$ cat src/rtl/in_port_pkg.sv
// Shared types and sizing for the in_port CPU input peripheral.
package in_port_pkg;

  typedef enum logic [2:0] {
    IDLE,
    ARM,
    WAIT_PRESS,
    CONVERT,
    DONE
  } state_t;

  localparam int DEF_BCD_DIGITS = 4;
  localparam int BIN_WIDTH      = 4 * DEF_BCD_DIGITS;
  localparam int CNT_WIDTH      = $clog2(BIN_WIDTH + 1);

  // Width of a counter that must reach bin_w (one step per binary bit).
  function automatic int cnt_width(input int bin_w);
    return $clog2(bin_w + 1);
  endfunction

endpackage

$ cat src/rtl/input_debouncer.sv
// Button synchronizer and debouncer; the debounced level resets high so a
// release must be seen before the first press can be accepted.
module input_debouncer #(
  parameter int DEBOUNCE_CYCLES = 4
) (
  input  logic i_clock,
  input  logic i_reset,
  input  logic i_button,
  output logic o_level,
  output logic o_rise,
  output logic o_fall
);

  localparam int L_CW = $clog2(DEBOUNCE_CYCLES + 1);

  logic            r_sync1;
  logic            r_sync2;
  logic            r_level;
  logic            r_rise;
  logic            r_fall;
  logic [L_CW-1:0] r_count;

  logic w_differ;
  logic w_accept;

  // The Nth consecutive differing sample commits the new level.
  assign w_differ = (r_sync2 != r_level);
  assign w_accept = w_differ && (r_count == L_CW'(DEBOUNCE_CYCLES - 1));

  always_ff @(posedge i_clock) begin
    if (i_reset) begin
      r_sync1 <= 1'b0;
      r_sync2 <= 1'b0;
      r_level <= 1'b1;
      r_count <= '0;
      r_rise  <= 1'b0;
      r_fall  <= 1'b0;
    end else begin
      r_sync1 <= i_button;
      r_sync2 <= r_sync1;
      r_rise  <= w_accept && r_sync2;
      r_fall  <= w_accept && !r_sync2;
      if (w_accept) begin
        r_level <= r_sync2;
        r_count <= '0;
      end else if (w_differ) begin
        r_count <= r_count + L_CW'(1);
      end else begin
        r_count <= '0;
      end
    end
  end

  assign o_level = r_level;
  assign o_rise  = r_rise;
  assign o_fall  = r_fall;

endmodule

$ cat src/rtl/in_port.sv
// CPU input peripheral: stalls an IN instruction until a debounced button
// press, then returns the BCD switch value converted to binary.
module in_port
  import in_port_pkg::*;
#(
  parameter int DEBOUNCE_CYCLES = 4,
  parameter int BCD_DIGITS      = DEF_BCD_DIGITS,
  parameter int DATA_WIDTH      = 32
) (
  input  logic                    clock,
  input  logic                    reset,
  input  logic                    button,
  input  logic                    read_enable,
  input  logic [4*BCD_DIGITS-1:0] switches,
  output logic [DATA_WIDTH-1:0]   read_value,
  output logic                    halt_from_input,
  output logic                    bcd_error
);

  localparam int L_BIN_W = 4 * BCD_DIGITS;
  localparam int L_CNT_W = cnt_width(L_BIN_W);

  state_t               r_state;
  logic [L_BIN_W-1:0]   r_bcd;
  logic [L_BIN_W-1:0]   r_bin;
  logic [L_CNT_W-1:0]   r_count;
  logic [DATA_WIDTH-1:0] r_read_value;
  logic                 r_bcd_error;

  state_t               w_state_next;
  logic                 w_level;
  logic                 w_rise;
  logic                 w_fall;
  logic [BCD_DIGITS-1:0] w_nib_bad;
  logic                 w_bad;
  logic [2*L_BIN_W-1:0] w_shift;
  logic [L_BIN_W-1:0]   w_shift_bcd;
  logic [L_BIN_W-1:0]   w_shift_bin;
  logic [L_BIN_W-1:0]   w_step_bcd;
  logic                 w_load;
  logic                 w_step;
  logic                 w_err_set;
  logic                 w_err_clr;
  logic                 w_finish;

  input_debouncer #(
    .DEBOUNCE_CYCLES(DEBOUNCE_CYCLES)
  ) u_debouncer (
    .i_clock (clock),
    .i_reset (reset),
    .i_button(button),
    .o_level (w_level),
    .o_rise  (w_rise),
    .o_fall  (w_fall)
  );

  // Reverse double-dabble step: shift {bcd,bin} right, then pull any
  // digit that landed at 8 or above back by 3.
  assign w_shift     = {r_bcd, r_bin} >> 1;
  assign w_shift_bcd = w_shift[2*L_BIN_W-1:L_BIN_W];
  assign w_shift_bin = w_shift[L_BIN_W-1:0];

  for (genvar gi = 0; gi < BCD_DIGITS; gi++) begin : g_digit
    assign w_nib_bad[gi] = (switches[4*gi +: 4] > 4'd9);
    assign w_step_bcd[4*gi +: 4] = (w_shift_bcd[4*gi +: 4] >= 4'd8)
                                 ? (w_shift_bcd[4*gi +: 4] - 4'd3)
                                 : w_shift_bcd[4*gi +: 4];
  end

  assign w_bad = |w_nib_bad;

  always_comb begin
    w_state_next = r_state;
    w_load       = 1'b0;
    w_step       = 1'b0;
    w_err_set    = 1'b0;
    w_err_clr    = 1'b0;
    w_finish     = 1'b0;
    case (r_state)
      IDLE: begin
        if (read_enable) w_state_next = ARM;
      end
      ARM: begin
        // A release must be seen so a held button cannot satisfy two reads.
        if (!read_enable)              w_state_next = IDLE;
        else if (w_fall || !w_level)   w_state_next = WAIT_PRESS;
      end
      WAIT_PRESS: begin
        if (!read_enable) begin
          w_state_next = IDLE;
        end else if (w_rise) begin
          w_load = 1'b1;
          if (w_bad) begin
            w_err_set    = 1'b1;
            w_state_next = DONE;
          end else begin
            w_err_clr    = 1'b1;
            w_state_next = CONVERT;
          end
        end
      end
      CONVERT: begin
        if (!read_enable) begin
          w_state_next = IDLE;
        end else begin
          w_step = 1'b1;
          if (r_count == L_CNT_W'(L_BIN_W - 1)) begin
            w_finish     = 1'b1;
            w_state_next = DONE;
          end
        end
      end
      DONE: begin
        w_state_next = IDLE;
      end
      default: begin
        w_state_next = IDLE;
      end
    endcase
  end

  always_ff @(posedge clock) begin
    if (reset) begin
      r_state      <= IDLE;
      r_bcd        <= '0;
      r_bin        <= '0;
      r_count      <= '0;
      r_read_value <= '0;
      r_bcd_error  <= 1'b0;
    end else begin
      r_state <= w_state_next;
      if (w_load) begin
        r_bcd   <= switches;
        r_bin   <= '0;
        r_count <= '0;
      end else if (w_step) begin
        r_bcd   <= w_step_bcd;
        r_bin   <= w_shift_bin;
        r_count <= r_count + L_CNT_W'(1);
      end
      if (w_err_set) begin
        r_read_value <= '0;
        r_bcd_error  <= 1'b1;
      end else if (w_err_clr) begin
        r_bcd_error  <= 1'b0;
      end
      if (w_finish) r_read_value <= DATA_WIDTH'(w_shift_bin);
    end
  end

  assign halt_from_input = read_enable && (r_state != DONE);
  assign read_value      = r_read_value;
  assign bcd_error       = r_bcd_error;

endmodule

$ cat config.mk
export PLATFORM = sky130hd
export DESIGN_NAME = in_port
export DESIGN_NICKNAME = d
export VERILOG_FILES = /design/src/rtl/in_port_pkg.sv /design/src/rtl/input_debouncer.sv /design/src/rtl/in_port.sv
export SDC_FILE = /design/constraint.sdc
export NUM_CORES = 1
export LEC_CHECK = 0
export ABC_AREA = 1
export CORE_ASPECT_RATIO = 1.2
export CORE_MARGIN = 2
export CORE_UTILIZATION = 42
export DETAILED_ROUTE_END_ITERATION = 6
export PLACE_DENSITY = 0.64
export SYNTH_ARGS = -nofsm -noshare
export SYNTH_HDL_FRONTEND = slang
export SYNTH_SLANG_ARGS = --single-unit
$ cat constraint.sdc
create_clock -name clock -period 3.9 [get_ports clock]
set_clock_uncertainty 0.15 [all_clocks]
set_input_delay 0.39 -clock clock [delete_from_list [all_inputs] [get_ports clock]]
set_output_delay 0.39 -clock clock [all_outputs]
set_load 0.05 [all_outputs]
==> run_results.csv, run 1 <==
group,metric,value,unit
final_layout,final_area,3500,µm²
synthesis,synth_top_area_cell,"dfxtp_1",
setup_path,reg2regPathDepth,5,
sta,period_needed,2.54,ns
hold_path,worstHoldStart,"u_debouncer.r_sync1",
sta,period_share,0.651,
setup_path,critical_path.max_stage_delay,0.84,ns
final_layout,antennaDiodeCount,0,
job,cap_violations,0,
clock_network,cts-root-buf,"clkbuf_8",
setup_path,cpLargestDelayFamily,"buffers and inverters",
placed_design,gp_congestion,0.844,
setup_path,r2r-end,"r_count[4]",
die,core_area,6850,µm²
setup_path,crit_type,"in2out",
setup_path,cp_cell_sequence,"clkdlybuf4s50_1 -> inv_1 -> o21ai_0 -> clkdlybuf4s50_1",
synthesis,synth_top_area_share,0.430,
grt,antenna_found_initial,0,
grt,grt_usage,0.175,
pwr,power_switching,0.349,mW
clock_network,htreeDepth,3,
synthesis,synth_edf_count,0,
pwr,share_comb_of_total_power,0.086,
hold_path,hold_end,"u_debouncer.r_sync2",
final_layout,nFillCells,679,
sta,tns,0,ns
routing,num_vias,2513,
setup_path,r2r_start,"r_state[1]",
hold_path,whs_path_depth,2,
pwr,power.share.sequential,0.485,
setup_path,start_kind,"input port",
setup_path,cp_common_cell,"clkdlybuf4s50_1",
die,fp.dieH,96.2,µm
clock_network,clockBufferDepth,2,
synthesis,ys_ff_latch,64,
sta,rsz0062_at_grt,"no",
final_layout,layoutNonFillerInstCount,527,
pwr,switching_share,0.254,
outcome,outcome,"completed",
setup_path,cp_slowest_cell,"clkdlybuf4s50_1",
grt,grt_overflow_total,0,
pwr,internal_power,1.03,mW
placed_design,placed_cells,511,
setup_path,arrival,2.00,ns
sta,fmax,0.394,GHz
pwr,p_leak,1.36,nW
routing,wl_per_cell,11.6,µm
sta,worst_pin_slew,0.657,ns
die,dieWidth,80.9,µm
grt,first_global_vias,2324,
clock_network,worstSkewPairLatency,0.33,ns
routing,drcViolationCount,0,
final_layout,fin_util,0.511,
setup_path,end_kind,"output port",
routing,dr.first_iter.drc_count,103,
hold_path,hold_class,"reg2reg",
clock_network,post_cts_resized,0,
routing,firstDrtPassIters,4,
placed_design,place_area,3300,µm²
synthesis,synth.distinct_cells,29,
setup_path,r2r_slack,1.92,ns
pwr,p_clk_frac,0.428,
clock_network,numCtsBuffers,9,
sta,max_slew_margin,0.561,
pwr,powerDensity,392,nW/µm²
synthesis,synth.most_common_cell,"nand2_1",
pwr,max-vdd-ir-drop,0.000255,V
grt,grt_max_degree,39,
synthesis,synth_area,2980,µm²
routing,ant_nets,0,
clock_network,hold_buffers,0,
final_layout,final_nets,465,
sta,slew_viol_final,0,
clock_network,cts.reportedPaths.clkPinSlew,0.06,ns
synthesis,yosys_most_used_dff,"dfxtp_1",
routing,viasPerCell,4.77,
synthesis,synth_area_leaders,"dfxtp_1, nand2_1, a21oi_1",
sta,hold_viol,0,
clock_network,tritoncts,"built",
sta,finalSetupViolCount,0,
synthesis,synthTopCellsByCount,"nand2_1, dfxtp_1, a21oi_1, inv_1, nor2_1",
placed_design,io_buffers,37,
die,dieArea,7780,µm²
die,ioPinCount,54,
setup_path,crit_fanout,3,
clock_network,cts.sinks,64,
synthesis,yosys_warnings,0,
setup_path,required,3.36,ns
final_layout,drive_above_1_share,0.0636,
die,start_util,0.434,
synthesis,synth_async_sr_flop_share,0,
setup_path,cp_num_buf_inv,3,
synthesis,yosysSeqAreaShare,0.430,
final_layout,area_growth,17.7,%
synthesis,syn_inst,402,
clock_network,postCtsSetupRepairBufs,0,
synthesis,syn_avg_cell_area,7.40,µm²
die,num_rows,33,
grt,grt_pass1_wl,10500,µm
routing,routed_wl,6130,µm
placed_design,place_hpwl,4160,µm
power groups by stage:
stage	Combinational [mW]	Clock, mW	Sequential [mW]
floorplan	0.0991	0	0.681
global placement	0.118	0	0.683
detailed placement	0.119	0	0.683
CTS	0.119	0.604	0.668
global route	0.130	0.632	0.668
finish	0.118	0.589	0.668
flip-flops by register name (all words and copies together) (netlist names):
signal               cells
bcd_error                1
r_bcd                   16
r_bin                   15
r_count                  5
r_state                  3
read_value              16
u_debouncer.o_fall       1
u_debouncer.o_level      1
u_debouncer.o_rise       1
u_debouncer.r_count      3
u_debouncer.r_sync1      1
u_debouncer.r_sync2      1
tightest hold or removal path, stage by stage, from the launching register on:
cell     delay, ns
dfxtp_1       0.30
inv_1         0.04
nor2_1        0.03
cell type report:
type / count / area [µm²] / area share
Tap cell: 87 / 109 / 0.0311
Sequential cell: 64 / 1280 / 0.366
Clock inverter: 5 / 55.1 / 0.0157
Inverter: 41 / 154 / 0.0439
Multi-Input combinational cell: 280 / 1370 / 0.391
Timing Repair Buffer: 39 / 385 / 0.110
Clock buffer: 11 / 151 / 0.0432
cell families (layout without fill, tap and decap cells):
| group | count (synthesis) | after routing | synth area share |
|---|---|---|---|
| other cells | 1 | 16 | 0.00126 |
| buf+inv | 73 | 96 | 0.129 |
| flops | 64 | 64 | 0.430 |
| xor+xnor | 5 | 5 | 0.0147 |
| simple gates | 179 | 179 | 0.261 |
| fa+ha+maj | 10 | 10 | 0.0420 |
| compound gates | 70 | 70 | 0.122 |
worst max path at each step:
stage / start / to / slack (ns) / cells past startpoint
2_1_floorplan: r_state[1] / halt_from_input / 1.82 / 2
3_3_place_gp: read_enable / halt_from_input / 1.35 / 4
3_5_place_dp: read_enable / halt_from_input / 1.34 / 4
4_1_cts: read_enable / halt_from_input / 1.34 / 4
5_1_grt: read_enable / halt_from_input / 1.28 / 4
6_report: read_enable / halt_from_input / 1.36 / 4
per-stage QoR:
stage | hold slack, ns | worst slack [ns] | power [mW]
finish | 0.254 | 1.36 | 1.38
global route | 0.296 | 1.28 | 1.43
floorplan | 0.238 | 1.82 | 0.781
CTS | 0.255 | 1.34 | 1.39
global placement | 0.239 | 1.35 | 0.800
detailed placement | 0.246 | 1.34 | 0.802
layer usage:
metal	GRT usage	wire length, µm	vias to the layer above	part of all wire
li1	-	-	1313	-
met1	0.211	2850	1130	0.46
met2	0.287	2840	55	0.46
met3	0.0356	260	15	0.042
met4	0.103	180	0	0.029
met5	0	0	-	0
cell usage in the layout, fill, tap and decap left out, types with 2 or more instances in the layout:
| cell | count |
|---|---|
| dfxtp_1 | 64 |
| a21oi_1 | 46 |
| clkbuf_8 | 11 |
| inv_2 | 3 |
| buf_4 | 2 |
| conb_1 | 16 |
| nand4_1 | 4 |
| clkdlybuf4s50_1 | 37 |
| ha_1 | 10 |
| o21ai_0 | 16 |
| nand2_1 | 103 |
| clkinv_2 | 2 |
| xnor2_1 | 5 |
| clkinvlp_4 | 2 |
| nor2_1 | 34 |
| nand3_1 | 26 |
| nor2_4 | 2 |
| a31oi_1 | 6 |
| nor3_1 | 2 |
| inv_1 | 38 |
(Power assumes the default switching activity.)
==> inputs of run 2 (changes only) <==
==> constraint.sdc (replaced) <==
create_clock -name clock -period 2.5 [get_ports clock]
set_clock_uncertainty 0.15 [all_clocks]
set_input_delay 0.25 -clock clock [delete_from_list [all_inputs] [get_ports clock]]
set_output_delay 0.25 -clock clock [all_outputs]
set_load 0.05 [all_outputs]
==> run_results.csv, run 2 (synthesis results as in run 1) <==
group,metric,value,unit
pwr,powerDensity,613,nW/µm²
setup_path,crit_path_end,"read_value[1]",
clock_network,worstSkewPairLatency,0.33,ns
sta,hold_viol,0,
final_layout,layoutNonFillerInstCount,530,
final_layout,drive_above_1_share,0.0722,
sta,period_share,0.777,
grt,grt_pass1_wl,10900,µm
die,dieArea,7780,µm²
clock_network,postCtsSetupRepairBufs,0,
setup_path,start_kind,"flop",
routing,viasPerCell,4.84,
placed_design,placed_cells,514,
setup_path,required,2.61,ns
sta,max_slew_margin,0.660,
pwr,max-vdd-ir-drop,0.000494,V
routing,num_vias,2566,
grt,grt_usage,0.180,
final_layout,final_nets,468,
final_layout,antennaDiodeCount,0,
grt,antenna_found_initial,0,
final_layout,multi_input_area,1370,µm²
pwr,p_leak,1.38,nW
sta,tns,0,ns
grt,first_global_vias,2495,
final_layout,nFillCells,698,
sta,finalSetupViolCount,0,
setup_path,crit_fanout,18,
die,start_util,0.434,
final_layout,fin_util,0.516,
sta,whs,0.253,ns
outcome,outcome,"completed",
pwr,total_power,2.17,mW
die,fp.dieH,96.2,µm
clock_network,post_cts_resized,0,
clock_network,tritoncts,"built",
sta,period_needed,1.94,ns
placed_design,io_buffers,37,
routing,ant_nets,0,
routing,firstDrtPassIters,4,
sta,fmax,0.515,GHz
job,cap_violations,0,
clock_network,htreeDepth,3,
grt,grt_overflow_total,0,
clock_network,clockBufferDepth,2,
setup_path,reg2regPathDepth,8,
clock_network,numCtsBuffers,9,
sta,rsz0062_at_grt,"no",
clock_network,cts-root-buf,"clkbuf_8",
placed_design,place_hpwl,4260,µm
setup_path,arrival,2.05,ns
clock_network,cts.sinks,64,
sta,slew_viol_final,0,
routing,drcViolationCount,0,
die,ioPinCount,54,
clock_network,hold_buffers,0,
hold_path,whs_path_depth,2,
routing,routed_wl,6270,µm
die,num_rows,33,
hold_path,hold_class,"reg2reg",
setup_path,r2r_start,"r_count[0]",
clock_network,cts.reportedPaths.clkPinSlew,0.07,ns
routing,wl_per_cell,11.8,µm
sta,worst_pin_slew,0.508,ns
setup_path,crit_type,"reg2reg",
setup_path,r2r-end,"read_value[1]",
routing,dr.first_iter.drc_count,102,
die,dieWidth,80.9,µm
placed_design,gp_congestion,0.770,
final_layout,area_growth,18.7,%
setup_path,crit_start,"r_count[0]",
setup_path,end_kind,"flop",
final_layout,layout_common_cells,"nand2_1, dfxtp_1, a21oi_1",
setup_path,r2r_slack,0.56,ns
grt,grt_max_degree,38,
final_layout,final_common_cell,"nand2_1",
die,core_area,6850,µm²
final_layout,seqCellArea,1280,µm²
run 2: cell types whose count changed in the layout (fill, tap and decap cells not counted), sizes merged:
cell           previous run  this run
buf                       2         6
clkbuf                   11        12
clkinvlp                  2         1
clkdlybuf4s50            37        36
run 2: cell type report:
cell class,instances,share of cell area
inverters,41,0.0435
clock inverters,4,0.0145
repair buffers,42,0.115
clock buffers,12,0.0467
flip-flops and latches,64,0.362
well taps,87,0.0308
multi-input cells,280,0.387
run 2: worst min-delay path by stage:
stage | start | to | slack, ns
2_1_floorplan | button | u_debouncer.r_sync1 | 0.21
3_3_place_gp | u_debouncer.r_sync1 | u_debouncer.r_sync2 | 0.24
3_5_place_dp | u_debouncer.r_sync1 | u_debouncer.r_sync2 | 0.25
4_1_cts | u_debouncer.r_sync1 | u_debouncer.r_sync2 | 0.26
5_1_grt | u_debouncer.r_sync1 | u_debouncer.r_sync2 | 0.28
6_report | u_debouncer.r_sync1 | u_debouncer.r_sync2 | 0.25
run 2: report_power, final:
group	internal (mW)	switching [mW]	total, mW
sequential	1.03	0.00813	1.04
clock	0.542	0.396	0.938
combinational	0.0581	0.130	0.188
total	1.63	0.534	2.17
run 2: stage by stage:
step	instance area (µm²)	setup WS [ns]
final	3530	0.558
after global placement	3320	0.460
after global routing	3530	0.271
after detailed placement	3320	0.433
after CTS	3530	0.533
after floorplan	3030	0.557
run 2: per-layer routing:
| layer | part of all wire | up-vias | wire [µm] | GRT usage |
|---|---|---|---|---|
| met5 | 0 | - | 0 | 0 |
| met1 | 0.46 | 1176 | 2890 | 0.215 |
| li1 | - | 1326 | - | - |
| met3 | 0.042 | 10 | 261 | 0.0478 |
| met2 | 0.47 | 54 | 2970 | 0.306 |
| met4 | 0.023 | 0 | 146 | 0.0734 |
run 2: critical path: stages (launching register included):
cell and delay, ns:
dfxtp_1 0.38, ha_1 0.17, inv_1 0.06, nor3_1 0.16, ha_1 0.29, nand2_4 0.17, inv_2 0.24, nand2_1 0.09
a21oi_1 0.15
